<file path="src/rtl/toothless_pkg.sv">
// Shared types and constants for the toothless core front end.
// Holds the fetch FSM state encoding and the PC increment.
package toothless_pkg;

    typedef enum logic [1:0] {
        FETCH_IDLE,
        FETCH_REQ,
        FETCH_WAIT,
        FETCH_HOLD
    } fetch_state_e;

    localparam int FETCH_INCR = 4;
    localparam int PERF_CNT_W = 32;

endpackage

</file>
<file path="src/rtl/fetch_perf_cnt.sv">
// Pair of saturating event counters for fetch stall cycles and redirect flushes.
// Only present in builds with FETCH_PERF_CNT_EN defined.
`ifdef FETCH_PERF_CNT_EN
module fetch_perf_cnt (
    input  logic        clk,
    input  logic        rst_n,
    input  logic        stall_inc_i,
    input  logic        flush_inc_i,
    output logic [31:0] stall_cnt_o,
    output logic [31:0] flush_cnt_o
);
    import toothless_pkg::*;

    logic [PERF_CNT_W-1:0] stall_cnt_q;
    logic [PERF_CNT_W-1:0] flush_cnt_q;

    // Both counters stick at all-ones rather than wrapping.
    always_ff @(posedge clk or negedge rst_n) begin
        if (!rst_n) begin
            stall_cnt_q <= '0;
            flush_cnt_q <= '0;
        end else begin
            if (stall_inc_i && (stall_cnt_q != '1)) begin
                stall_cnt_q <= stall_cnt_q + 1'b1;
            end
            if (flush_inc_i && (flush_cnt_q != '1)) begin
                flush_cnt_q <= flush_cnt_q + 1'b1;
            end
        end
    end

    assign stall_cnt_o = stall_cnt_q;
    assign flush_cnt_o = flush_cnt_q;

endmodule
`endif

</file>
<file path="src/rtl/fetch_ctrl.sv">
// Instruction fetch sequencer: owns the PC, one outstanding req/gnt/rvalid request,
// holds the word for decode and applies redirects. FETCH_PERF_CNT_EN adds perf counters.
//
// state      | meaning
// FETCH_IDLE | first cycle after reset release, no request
// FETCH_REQ  | request driven, waiting for grant
// FETCH_WAIT | granted, waiting for read data
// FETCH_HOLD | instruction presented to decode
module fetch_ctrl #(
    parameter int                    ADDR_WIDTH  = 32,
    parameter int                    INSTR_WIDTH = 32,
    parameter logic [ADDR_WIDTH-1:0] BOOT_ADDR   = 32'h0000_0000
) (
    input  logic                   clk,
    input  logic                   rst_n,
    input  logic                   redirect_i,
    input  logic [ADDR_WIDTH-1:0]  redirect_addr_i,
    output logic                   instr_req_o,
    output logic [ADDR_WIDTH-1:0]  instr_addr_o,
    input  logic                   instr_gnt_i,
    input  logic                   instr_rvalid_i,
    input  logic [INSTR_WIDTH-1:0] instr_rdata_i,
    output logic                   instr_valid_o,
    input  logic                   instr_ready_i,
    output logic [INSTR_WIDTH-1:0] instr_o,
    output logic [ADDR_WIDTH-1:0]  pc_o,
    output logic [ADDR_WIDTH-1:0]  pc_plus4_o
`ifdef FETCH_PERF_CNT_EN
    ,
    output logic [31:0]            fetch_stall_cnt_o,
    output logic [31:0]            fetch_flush_cnt_o
`endif
);
    import toothless_pkg::*;

    fetch_state_e           state_q;
    logic [ADDR_WIDTH-1:0]  fetch_addr_q;
    logic [ADDR_WIDTH-1:0]  pending_q;
    logic [ADDR_WIDTH-1:0]  pc_q;
    logic [INSTR_WIDTH-1:0] instr_q;
    logic                   valid_q;
    logic                   discard_q;

    logic [ADDR_WIDTH-1:0]  redirect_tgt;
    logic [ADDR_WIDTH-1:0]  fetch_addr_aligned;
    logic [ADDR_WIDTH-1:0]  fetch_addr_next;
    logic                   unused_redirect_lsb;

    // Targets are forced word aligned; the low bits of the target are dropped.
    assign redirect_tgt        = {redirect_addr_i[ADDR_WIDTH-1:2], 2'b00};
    assign unused_redirect_lsb = ^redirect_addr_i[1:0];
    assign fetch_addr_aligned  = {fetch_addr_q[ADDR_WIDTH-1:2], 2'b00};
    assign fetch_addr_next     = fetch_addr_aligned + ADDR_WIDTH'(FETCH_INCR);

    // HOLD issues the next request in the same cycle the decoder accepts.
    always_comb begin
        instr_req_o = 1'b0;
        if (state_q == FETCH_REQ) begin
            instr_req_o = 1'b1;
        end else if (state_q == FETCH_HOLD) begin
            instr_req_o = instr_ready_i && !redirect_i;
        end
    end

    assign instr_addr_o  = fetch_addr_aligned;
    assign instr_valid_o = valid_q;
    assign instr_o       = instr_q;
    assign pc_o          = pc_q;
    assign pc_plus4_o    = pc_q + ADDR_WIDTH'(FETCH_INCR);

    always_ff @(posedge clk or negedge rst_n) begin
        if (!rst_n) begin
            state_q      <= FETCH_IDLE;
            fetch_addr_q <= BOOT_ADDR;
            pending_q    <= BOOT_ADDR;
            pc_q         <= BOOT_ADDR;
            instr_q      <= '0;
            valid_q      <= 1'b0;
            discard_q    <= 1'b0;
        end else begin
            case (state_q)
                FETCH_IDLE: begin
                    state_q <= FETCH_REQ;
                    if (redirect_i) begin
                        fetch_addr_q <= redirect_tgt;
                    end
                end
                FETCH_REQ: begin
                    // The address on the bus must not move before grant, so a
                    // redirect here only marks the eventual response stale.
                    if (redirect_i) begin
                        pending_q <= redirect_tgt;
                        discard_q <= 1'b1;
                    end
                    if (instr_gnt_i) begin
                        state_q <= FETCH_WAIT;
                    end
                end
                FETCH_WAIT: begin
                    if (instr_rvalid_i) begin
                        if (discard_q || redirect_i) begin
                            discard_q    <= 1'b0;
                            fetch_addr_q <= redirect_i ? redirect_tgt : pending_q;
                            state_q      <= FETCH_REQ;
                        end else begin
                            instr_q      <= instr_rdata_i;
                            pc_q         <= fetch_addr_aligned;
                            fetch_addr_q <= fetch_addr_next;
                            valid_q      <= 1'b1;
                            state_q      <= FETCH_HOLD;
                        end
                    end else if (redirect_i) begin
                        pending_q <= redirect_tgt;
                        discard_q <= 1'b1;
                    end
                end
                FETCH_HOLD: begin
                    if (redirect_i) begin
                        valid_q      <= 1'b0;
                        fetch_addr_q <= redirect_tgt;
                        state_q      <= FETCH_REQ;
                    end else if (instr_ready_i) begin
                        valid_q <= 1'b0;
                        state_q <= instr_gnt_i ? FETCH_WAIT : FETCH_REQ;
                    end
                end
                default: begin
                    state_q <= FETCH_IDLE;
                end
            endcase
        end
    end

`ifdef FETCH_PERF_CNT_EN
    logic stall_inc;
    logic flush_inc;

    assign stall_inc = ((state_q == FETCH_REQ) && !instr_gnt_i) ||
                       ((state_q == FETCH_WAIT) && !instr_rvalid_i);
    // In IDLE nothing is in flight yet, so a redirect there flushes nothing.
    assign flush_inc = redirect_i && (state_q != FETCH_IDLE);

    fetch_perf_cnt u_perf_cnt (
        .clk         (clk),
        .rst_n       (rst_n),
        .stall_inc_i (stall_inc),
        .flush_inc_i (flush_inc),
        .stall_cnt_o (fetch_stall_cnt_o),
        .flush_cnt_o (fetch_flush_cnt_o)
    );
`else
`endif

endmodule

</file>
<file path="config.mk">
export PLATFORM = sky130hd
export DESIGN_NAME = fetch_ctrl
export DESIGN_NICKNAME = d
export VERILOG_FILES = /design/src/rtl/toothless_pkg.sv /design/src/rtl/fetch_perf_cnt.sv /design/src/rtl/fetch_ctrl.sv
export SDC_FILE = /design/constraint.sdc
export NUM_CORES = 1
export LEC_CHECK = 0
export CORE_MARGIN = 1.5
export CORE_UTILIZATION = 45
export DETAILED_ROUTE_END_ITERATION = 10
export HOLD_SLACK_MARGIN = 0.05
export PLACE_DENSITY = 0.77
export REMOVE_ABC_BUFFERS = 1
export SLEW_MARGIN = 25
export SYNTH_ARGS = -nofsm -noshare
export SYNTH_HDL_FRONTEND = slang
export SYNTH_SLANG_ARGS = --single-unit
</file>
<file path="constraint.sdc">
create_clock -name clk -period 2.9 [get_ports clk]
set_clock_uncertainty 0.2 [all_clocks]
set_input_delay 0.29 -clock clk [delete_from_list [all_inputs] [get_ports clk]]
set_output_delay 0.29 -clock clk [all_outputs]
set_load 0.05 [all_outputs]
</file>
# == Word-level counts from Yosys, hierarchy flattened ==
# Index checks and enable logic that the tools add are counted.
# classes
n_reduce_logical,14
n_bitwise,1
n_eq_ne,10
n_addsub,2
muxes,25
# op_table
operator,count
$mux 32,5
$pmux 32 s2,2
$add 32x3->32 const B,2
$mux 2,6
$mux 1,9
$reduce_and 3->1,3
$ne 2x2->1 const B,4
$pmux 2 s4,1
$ne 3x3->1 const B,2
$reduce_bool 2->1,3
$eq 2x2->1 const B,2
$pmux 1 s2,2
$reduce_and 2->1,2
$reduce_and 4->1,1
$eq 2x1->1 const B,1
$logic_not 2->1,1
$ne 2x1->1 const B,1
$reduce_or 2->1,1
$logic_and 1x1->1,1
$logic_not 1->1,1
$logic_or 1x1->1,1
$not 1->1,1
# word_totals
regBits,130
elab_cells,59

# == Logic depth before layout (Yosys ltp) ==
# logic_depth
ltp_word,4
mapped_depth,10

# == Worst setup path after synthesis ==
# No wires, ideal clock.
# synth_path
path_type,register to output
startpoint,register pc_q[9] (netlist: pc_o[9])
endpoint,output port pc_plus4_o[27]
stages_incl_launch_ff,6
setup_slack_ns,-0.128
arrival_ns,2.538
path_buffers,0
t_required_ns,2.410
path_cell_list,dfrtp_1 > and4_1 > nand3_1 > nor4_2 > nand3_1 > xnor2_1
# synth_between
elab_chain_len,1
# synth_lines
element,line_no,rtl
"start, declared",fetch_ctrl.sv:39,logic [ADDR_WIDTH-1:0] pc_q;
"start signal, assigned",fetch_ctrl.sv:107,pc_q <= fetch_addr_aligned;
$add 32x3->32,fetch_ctrl.sv:69,assign pc_plus4_o = pc_q + ADDR_WIDTH'(FETCH_INCR);
"end, declared",fetch_ctrl.sv:27,output logic [ADDR_WIDTH-1:0] pc_plus4_o
# No other way between the ends.

# == Worst setup path after layout ==
# layout_path
startpoint,register pc_q[6] (netlist: pc_o[6])
endpoint,output port pc_plus4_o[18]
# The elaborated chain is that of the path after synthesis.

==> flow_summary_export.csv <==
group,metric,value,unit
status,outcome,"complete, but fails checks",
status,violations,"DRC",
yosys,synth_cell_types,59,
power_and_ir_drop,p_per_area,1356,nW/µm²
die,core_area,14640,µm²
power_and_ir_drop,clock_power_share,16.8,%
clocking,cts_buffers,17,
yosys,syn_inst,655,
yosys,yosysWarnings,0,
drt,drt_iter0_drc,407,
finish,fin_nets,930,
yosys,synth-main-ff-cell,"dfrtp_1",
placed_design,hpwlAfterDp,15.07,mm
yosys,ys_ff_latch,126,
setup_path,crit_top_cell,"and4_1",
die,num_rows,44,
setup_path,worst_path_max_delay_cell,"dfrtp_2",
finish,n_fill_cell,1116,
drt,finalWirelength,20.84,mm
drt,vias_per_cell,5.902,
setup_path,worstSetupEndpointType,"output port",
finish,diodes,0,
clocking,htree_num_levels,4,
clocking,clock_sinks,126,
setup_path,critPathLaunchType,"flop",
yosys,synth_area,6779,µm²
power_and_ir_drop,switching_share,48.39,%
timing,slew_headroom,54.31,%
power_and_ir_drop,p_int,6.864,mW
timing,hold_viol_final,0,
yosys,syn_avg_cell_area,10.35,µm²
clocking,root_buffer,"clkbuf_16",
grt,overflow,0,
timing,setup_viol,0,
placed_design,io_buffers,191,
die,io_pins,200,
clocking,tritoncts,"done",
drt,wl_per_cell,19.83,µm
grt,grt_use_total,26.89,%
grt,grt_max_degree,56,
drt,dr.pass1.iters,10,
timing,rsz0062_at_grt,"no",
clocking,clk_path_buf_depth,2,
finish,multi_input_area,3427,µm²
power_and_ir_drop,vdd_ir_drop_max,0.6643,mV
finish,layout_common_cells,"clkdlybuf4s50_1 (166), dfrtp_1 (120), mux2_2 (91)",
drt,drc,12,
setup_path,cp_cell_sequence,"and4_1, and3_1, and4_1, nand4_1, xnor2_1, buf_12",
yosys,seq_area_frac_synth,46.51,%
clocking,clk_latency,430,ps
setup_path,cp.required,2410,ps
die,dieArea,15810,µm²
drt,vias,6203,
timing,timing.fmax,356.1,MHz
finish,layout_commonest_cell,"clkdlybuf4s50_1",
drt,ant_nets,0,
power_and_ir_drop,finalPower,13.30,mW
setup_path,slowest_delay,420,ps
grt,grt_pass1_vias,6231,
setup_path,cp.arrival,2320,ps
job,drv_cap,0,
grt,grt_pass1_wl,33.22,mm
timing,worstMarginPinSlew,680.8,ps
yosys,synth_edf_count,0,
finish,syn_to_final_growth,44.68,%
timing,finalCritPeriodShare,96.84,%
finish,drive_gt1_share,23.30,%
power_and_ir_drop,p_comb_share,57.3,%
power_and_ir_drop,p_leak,4.096,nW
power_and_ir_drop,switching_power,6.436,mW
die,fp.dieW,125.7,µm
finish,stdcell_count,1051,
timing,slew_viol_final,0,
placed_design,dp_cells,1017,
hold_path,holdCritPathClass,"in -> async",
die,die_h,125.7,µm
finish,regArea,3161,µm²
die,initial_utilization,46.29,%
yosys,async_flop_share,100.0,%
setup_path,setup.worst_path.class,"reg -> out",
grt,antenna_found_initial,0,
clocking,clkTransAtPathRegs,60,ps
placed_design,place.gp.congestion,0.9157,
setup_path,crit_fanout,6,
timing,fin_crit,2808,ps
timing,fin_hold_ws,239.4,ps
power_and_ir_drop,seq_power_share,25.9,%
==> Yosys cell counts, drive strengths merged, types with 5 or more instances <==
library cell  number  area (µm²)
ha                 6       75.07
buf               25       137.6
nand3             31       160.1
a22oi              5       37.54
or3               10       62.56
nor2              34       127.6
nand4             13       100.1
nor4              10       81.33
mux2              91        1025
clkbuf            19       73.82
o22ai             17       106.4
and4              10       88.84
nor3              16       80.08
xor2              13       113.9
xnor2             21       183.9
nand2             41       153.9
a31oi              5       31.28
dfrtp            126        3153
and3              15       93.84
a21oi             38       190.2
o21ai             31       158.9
inv               17       63.81
o22a               5       43.79
==> area by class of cell <==
cell class	count	share of cell area, %
clock buffer	20	4.758
multi-input combinational	473	34.94
clock inverter	12	1.633
timing repair buffer	219	23.45
tap	184	2.347
inverter	17	0.6506
sequential	126	32.22
==> sequential cells by signal, indices dropped and copies added (netlist names) <==
register       cells
state_q            2
instr_o           32
pending_q         30
fetch_addr_q      30
discard_q          1
pc_o              30
instr_valid_o      1
==> worst max-delay path, delay by kind of cell, from the launching register on <==
family / cells / cell delay, ps
buffers and inverters: 1 / 180
AND/OR/NAND/NOR: 4 / 1010
XOR/XNOR: 1 / 280
flip-flops: 1 / 420
==> through the flow <==
stage	worst slack, ps	TNS, ps	cell area (µm²)	utilization (%)
finish	91.77	0	9808	66.98
global route	4.956	0	9808	66.98
CTS	16.09	0	9767	66.70
detailed placement	257.5	0	9109	62.20
global placement	363.4	0	9109	62.20
floorplan	-1744	-110420	6586	-
==> per-layer routing <==
layer / share of wire, % / up-vias / global-route usage, %
met5: 0 / - / 0
met4: 3.0 / 0 / 13.52
met3: 6.7 / 47 / 5.480
met2: 50 / 294 / 44.70
met1: 40 / 3064 / 33.44
li1: - / 2798 / -
==> power by group through the flow <==
stage	clock network [mW]	registers, mW	logic, mW
floorplan	0	4.96	3.03
global route	2.35	3.56	7.97
finish	2.24	3.45	7.61
global placement	0	3.37	7.42
CTS	2.26	3.41	7.57
detailed placement	0	3.44	7.55
==> final timing paths <==
path / from / endpoint / slack, ps / cells after the start
max: pc_o[6] / pc_plus4_o[18] / 90 / 6
min: rst_n / instr_o[27] / 240 / 2
max reg2reg: state_q[1] / fetch_addr_q[19] / 200 / 7
min reg2reg: pending_q[7] / pending_q[7] / 300 / 1
max in group asynchronous: rst_n / instr_o[26] / 1470 / 3
min in group clk: instr_rdata_i[21] / instr_o[21] / 270 / 2
==> cells by family (layout without fill, tap and decap cells) <==
kind of cell / count (synthesis) / in the layout / synth area share, %
AO/OA/AOI/OAI: 136 / 136 / 12.66
multiplexers: 94 / 94 / 15.56
adder cells (fa/ha/maj): 6 / 6 / 1.107
buffers and inverters: 61 / 268 / 4.060
flip-flops: 126 / 126 / 46.51
other: 1 / 6 / 0.05532
XOR/XNOR: 34 / 34 / 4.393
AND/OR/NAND/NOR: 197 / 197 / 15.65
==> repair_timing <==
action	4_1_cts	5_1_grt
hold buffers	1	0
buffers inserted	1	0
resized for setup	2	12
setup endpoints to repair	4	11
pin swaps	1	0
hold endpoints to repair	47	0
Power figures use the tool's default switching activity.
